--- src/rtl/mem_arbiter.sv ---
// mem_arbiter
//
// Merges the pipeline's instruction port (read-only) and data port
// (read/write) onto one unified memory port. Only one access is ever
// outstanding at the memory. The data port normally wins. A starvation guard
// hands the next grant to the instruction port after STARVE_LIMIT back-to-back
// data grants that were made while a fetch was waiting.
//
// Parameters
//   STARVE_LIMIT  max consecutive dmem grants while imem waits (0 = guard off)
//
// Ports
//   clk, rst                       clock, synchronous active-high reset
//   imem_addr/imem_rmask           fetch request (rmask != 0 means present)
//   imem_rdata/imem_resp           fetch data and one-cycle completion pulse
//   dmem_addr/rmask/wmask/wdata    data request (rmask|wmask != 0 means present)
//   dmem_rdata/dmem_resp           load data and one-cycle completion pulse
//   mem_addr/rmask/wmask/wdata     registered unified request, word aligned
//   mem_rdata/mem_resp             unified read data and completion pulse
//   spurious                       mem_resp seen with no access outstanding

module mem_arbiter #(
    parameter int STARVE_LIMIT = 4
) (
    input  logic        clk,
    input  logic        rst,
    input  logic [31:0] imem_addr,
    input  logic [3:0]  imem_rmask,
    output logic [31:0] imem_rdata,
    output logic        imem_resp,
    input  logic [31:0] dmem_addr,
    input  logic [3:0]  dmem_rmask,
    input  logic [3:0]  dmem_wmask,
    input  logic [31:0] dmem_wdata,
    output logic [31:0] dmem_rdata,
    output logic        dmem_resp,
    output logic [31:0] mem_addr,
    output logic [3:0]  mem_rmask,
    output logic [3:0]  mem_wmask,
    output logic [31:0] mem_wdata,
    input  logic [31:0] mem_rdata,
    input  logic        mem_resp,
    output logic        spurious
);

    // A zero limit would give a zero-width counter, so keep one bit in that case.
    localparam int CNT_W = (STARVE_LIMIT > 0) ? $clog2(STARVE_LIMIT + 1) : 1;
    localparam logic [CNT_W-1:0] CNT_MAX = CNT_W'(STARVE_LIMIT);

    typedef enum logic [1:0] {
        IDLE   = 2'd0,
        BUSY_I = 2'd1,
        BUSY_D = 2'd2
    } state_t;

    state_t           state;
    logic [CNT_W-1:0] starve_cnt;
    logic [31:0]      imem_rdata_q;
    logic [31:0]      dmem_rdata_q;
    logic             imem_pending;
    logic             dmem_pending;
    logic             guard_tripped;
    logic             grant_imem;
    logic             grant_dmem;
    logic             unused_addr_bits;

    // The unified port is word addressed, so the byte offset bits are dropped.
    assign unused_addr_bits = ^{imem_addr[1:0], dmem_addr[1:0]};

    // Grant selection, only meaningful in IDLE. The fetch wins when the guard
    // has tripped or when there is no data request at all.
    always_comb begin
        imem_pending  = |imem_rmask;
        dmem_pending  = |(dmem_rmask | dmem_wmask);
        guard_tripped = (STARVE_LIMIT > 0) && (starve_cnt == CNT_MAX);
        grant_imem    = (state == IDLE) && imem_pending && (guard_tripped || !dmem_pending);
        grant_dmem    = (state == IDLE) && dmem_pending && !grant_imem;
    end

    // Completions are passed straight through in the cycle the memory answers.
    // While reset is held nothing is reported, so an answer to an aborted
    // access can only surface later as spurious.
    assign imem_resp  = !rst && (state == BUSY_I) && mem_resp;
    assign dmem_resp  = !rst && (state == BUSY_D) && mem_resp;
    assign spurious   = !rst && (state == IDLE) && mem_resp;
    assign imem_rdata = imem_resp ? mem_rdata : imem_rdata_q;
    assign dmem_rdata = dmem_resp ? mem_rdata : dmem_rdata_q;

    always_ff @(posedge clk) begin
        if (rst) begin
            state        <= IDLE;
            starve_cnt   <= '0;
            mem_addr     <= 32'h0;
            mem_rmask    <= 4'h0;
            mem_wmask    <= 4'h0;
            mem_wdata    <= 32'h0;
            imem_rdata_q <= 32'h0;
            dmem_rdata_q <= 32'h0;
        end else begin
            case (state)
                IDLE: begin
                    if (grant_imem) begin
                        state      <= BUSY_I;
                        starve_cnt <= '0;
                        mem_addr   <= {imem_addr[31:2], 2'b00};
                        mem_rmask  <= imem_rmask;
                        mem_wmask  <= 4'h0;
                        mem_wdata  <= 32'h0;
                    end else if (grant_dmem) begin
                        state     <= BUSY_D;
                        mem_addr  <= {dmem_addr[31:2], 2'b00};
                        mem_rmask <= dmem_rmask;
                        mem_wmask <= dmem_wmask;
                        mem_wdata <= dmem_wdata;
                        // Only data grants that bypass a waiting fetch count
                        // towards starvation; the count saturates at the limit.
                        if (imem_pending) begin
                            if (starve_cnt != CNT_MAX) begin
                                starve_cnt <= starve_cnt + 1'b1;
                            end
                        end else begin
                            starve_cnt <= '0;
                        end
                    end
                end
                BUSY_I: begin
                    if (mem_resp) begin
                        state        <= IDLE;
                        mem_rmask    <= 4'h0;
                        mem_wmask    <= 4'h0;
                        imem_rdata_q <= mem_rdata;
                    end
                end
                BUSY_D: begin
                    if (mem_resp) begin
                        state        <= IDLE;
                        mem_rmask    <= 4'h0;
                        mem_wmask    <= 4'h0;
                        dmem_rdata_q <= mem_rdata;
                    end
                end
                default: begin
                    state <= IDLE;
                end
            endcase
        end
    end

endmodule
--- config.mk ---
export PLATFORM = sky130hd
export DESIGN_NAME = mem_arbiter
export DESIGN_NICKNAME = d
export VERILOG_FILES = /design/src/rtl/mem_arbiter.sv
export SDC_FILE = /design/constraint.sdc
export NUM_CORES = 1
export LEC_CHECK = 0
export CORE_ASPECT_RATIO = 1.2
export CORE_MARGIN = 2
export CORE_UTILIZATION = 38
export CTS_BUF_LIST = sky130_fd_sc_hd__clkbuf_8
export CTS_CLUSTER_SIZE = 28
export DETAILED_ROUTE_END_ITERATION = 10
export PLACE_DENSITY_LB_ADDON = 0.3
export SETUP_SLACK_MARGIN = 0.4
export SLEW_MARGIN = 20
export SYNTH_ARGS = -nofsm -noshare
export SYNTH_HDL_FRONTEND = slang
export SYNTH_SLANG_ARGS = --single-unit
--- constraint.sdc ---
create_clock -name clk -period 1.8 [get_ports clk]
set_input_delay 0.36 -clock clk [delete_from_list [all_inputs] [get_ports clk]]
set_output_delay 0.36 -clock clk [all_outputs]
set_load 0.01 [all_outputs]
==> summary.md <==
| Metric | Value |
|---|---|
| Synth-to-Final Area Change | `121%` |
| Buffers on Ports | `275` |
| Worst Tran Pin Value | `0.857 ns` |
| Reg2reg setup slack | `-0.15 ns` |
| Yosys cell types | `36` |
| Setup violations, final | `130` |
| TritonCTS buffer count | `17` |
| Via count | `6,903` |
| Ys async rst share | `0` |
| Die height | `138 um` |
| Synth area leader | `dfxtp_1` |
| Post-synthesis cell count | `527` |
| Failing checks | `negative setup slack` |
| Critical Path Sink Type | `primary output` |
| DP HPWL | `13.9 mm` |
| Final Critical Period | `2.31 ns` |
| Core area | `14,500 um^2` |
| DIE WIDTH | `115 um` |
| Total GRT Usage | `0.318` |
| First-pass GRT wire length | `38.7 mm` |
| Drt total wl | `29.6 mm` |
| Crit path kind | `flip-flop to primary output` |
| CTS root buffer | `clkbuf_8` |
| Reg-to-reg endpoint | `mem_wdata[9]$_SDFFE_PP0P_` |
| Req. time, crit path | `1.44 ns` |
| Clock tree buffer depth | `2` |
| Critical path launch point type | `flip-flop` |
| RSZ-0062 raised after global routing | `true` |
| Fmax | `432 MHz` |
| Synth top area cells | `dfxtp_1, a22o_1, mux2_2, nor3_1, o22ai_1` |
| Clock transition at path regs | `0.08 ns` |
| Worst-path fanout max | `7` |
| Post-place setup slack | `-0.856 ns` |
| Max-cap violations | `0` |
| Clk_skew | `0.0160 ns` |
| Ys flop type | `dfxtp_1` |
| Die area | `15,900 um^2` |
| DRT Pass-1 Iters | `4` |
| Vias in the first global route | `7,235` |
| Power per Cell Area | `778 nW/um^2` |
| Hold Crit Start | `dmem_rmask[1]` |
| Io pins | `282` |
| FP Rows | `48` |
| Worst vdd ir | `0.668 mV` |
| # diodes | `0` |
| Arrival time at the worst endpoint | `1.95 ns` |
| DRT met1 WL | `9.91 mm` |
| Post-synth EDFFs | `0` |
| Initial antenna violation count | `0` |
| Mapped cell area | `5670 um^2` |
| Hold_ws | `0.404 ns` |
| Hold path cells | `5` |
| Commonest cells post-synth | `dfxtp_1, a22o_1, mux2_2, nor3_1, o22ai_1` |
| Insertion delay to the later sink of the worst-skew pair | `0.45 ns` |
| Synthesized area per cell | `10.8 um^2` |
| Hold endpoint | `mem_rmask[1]$_SDFFE_PP0P_` |
| Met3 Routed Length | `2.24 mm` |
| Gp weighted congestion | `0.858` |
| Total global routing overflow | `0` |
| Vias/cell | `5.82` |
| Min-delay worst type | `input port to flip-flop` |
| Synth warn | `0` |
| Slew Viols, Final | `0` |
| Leak | `5.77 nW` |
| Wire length on met2 | `15.6 mm` |
| Pin count of the biggest net entering global routing | `52` |
| Sequential area share after synthesis | `0.491` |
| Area share of the largest cell type after synthesis | `0.491` |
| Routed Antenna Nets | `0` |
| Status | `complete, but fails checks` |
| Setup WS post-layout | `-0.513 ns` |
| Most common cell in the netlist | `dfxtp_1` |
| Layout cells sized above 1 | `0.537` |
| Clk sinks | `139` |
| Crit share post-route | `1.29` |
| H-tree depth | `4` |
| DRC Markers | `0` |
| CTS tree | `built` |
| Initial Util | `0.392` |
| NumNets Final | `1,122` |
| Synth Register Bits | `139` |
| Worst r2r path cells | `12` |
| Hold Vio Cnt, Final | `0` |
| WL per Instance | `25.0 um` |
| Top Metal Used | `met4` |
| Startpoint of the worst register-to-register path | `state[0]$_SDFFE_PP0P_` |
| Initial DRC count | `489` |
| Slew headroom | `0.429` |
==> sequential cells by signal (all words and copies together), names as in the netlist <==
signal        cells
dmem_rdata_q     32
imem_rdata_q     32
mem_wdata        32
mem_addr         30
mem_rmask         4
mem_wmask         4
starve_cnt        3
state             2
==> stage by stage <==
stage	util	power, mW	instance area (um^2)	TNS (ns)	cells
floorplan	-	4.35	6180	0	528
global placement	0.668	5.48	9670	-92.00	1050
detailed placement	0.668	5.54	9670	-96.48	1050
CTS	0.811	9.22	11700	-30.06	1165
global route	0.864	9.97	12500	-41.70	1186
finish	0.864	9.73	12500	-36.09	1186
==> cells by family after synthesis <==
family,after synthesis,synth area share
buffers and inverters,53,0.0431
other,1,0.000662
muxes,68,0.134
adders and majority gates,6,0.0132
DFF,139,0.491
AOI/OAI and AO/OA,160,0.220
and+or+nand+nor,100,0.0978
==> repair_timing <==
action                                  CTS  global route
gates cloned                             17             1
gates resized for setup                 596           178
setup buffers                            66            20
hold buffers                              0             0
endpoints found under the setup margin  220           250
pin swaps                                67           113
==> where the power goes <==
group	switching, mW	internal (mW)	leakage [nW]
sequential	0.203	3.32	1.15
combinational	1.38	1.80	4.40
clock	1.33	1.69	0.231
==> worst max path at each step <==
stage | from | endpoint | slack [ns] | depth (start not counted)
global route | state[1]$_SDFFE_PP0P_ | imem_rdata[12] | -0.54 | 7
detailed placement | mem_resp | imem_rdata[27] | -0.86 | 6
floorplan | dmem_wmask[0] | mem_wdata[10]$_SDFFE_PP0P_ | 0.13 | 5
finish | state[1]$_SDFFE_PP0P_ | imem_rdata[12] | -0.51 | 7
global placement | mem_resp | imem_rdata[26] | -0.81 | 6
CTS | state[1]$_SDFFE_PP0P_ | imem_rdata[10] | -0.50 | 7
==> final cells by class <==
| class | count | area, um^2 |
|---|---|---|
| repair buffers | 472 | 5190 |
| multi-input cells | 338 | 3750 |
| flip-flops and latches | 139 | 2820 |
| fillers | 607 | 1970 |
| well taps | 200 | 250 |
| clock buffers | 18 | 248 |
| clock inverters | 14 | 218 |
| inverters | 5 | 26.3 |
==> worst max-delay path: stages, from the launching register on <==
cell and delay, ns:
dfxtp_4 0.37, inv_4 0.06, ha_4 0.13, and2_4 0.24, buf_12 0.15, buf_8 0.12
mux2_4 0.31, buf_6 0.12
==> cells in the final DEF, fill, tap and decap left out, types with 6 or more instances in the layout <==
| cell | Yosys | routed |
|---|---|---|
| o22ai_2 | 0 | 6 |
| dfxtp_2 | 0 | 24 |
| dfxtp_1 | 139 | 113 |
| buf_8 | 0 | 11 |
| a22o_1 | 99 | 99 |
| dlygate4sd2_1 | 0 | 7 |
| o22ai_4 | 0 | 24 |
| mux2_4 | 0 | 64 |
| clkbuf_8 | 0 | 18 |
| buf_16 | 0 | 15 |
| buf_6 | 0 | 135 |
| buf_4 | 8 | 81 |
| clkdlybuf4s50_1 | 0 | 124 |
| buf_12 | 0 | 21 |
| nor3_2 | 0 | 34 |
| o21ai_1 | 0 | 6 |
| buf_2 | 12 | 20 |
| clkbuf_2 | 0 | 9 |
| nor3_1 | 62 | 27 |
| dlymetal6s2s_1 | 0 | 41 |
==> metal layers <==
metal | global-route usage | vias to the layer above
met5 | 0 | -
met3 | 0.0713 | 156
met1 | 0.326 | 3324
met4 | 0.183 | 0
li1 | - | 2929
met2 | 0.586 | 494
No activity file was read; power rests on OpenSTA's default activity.
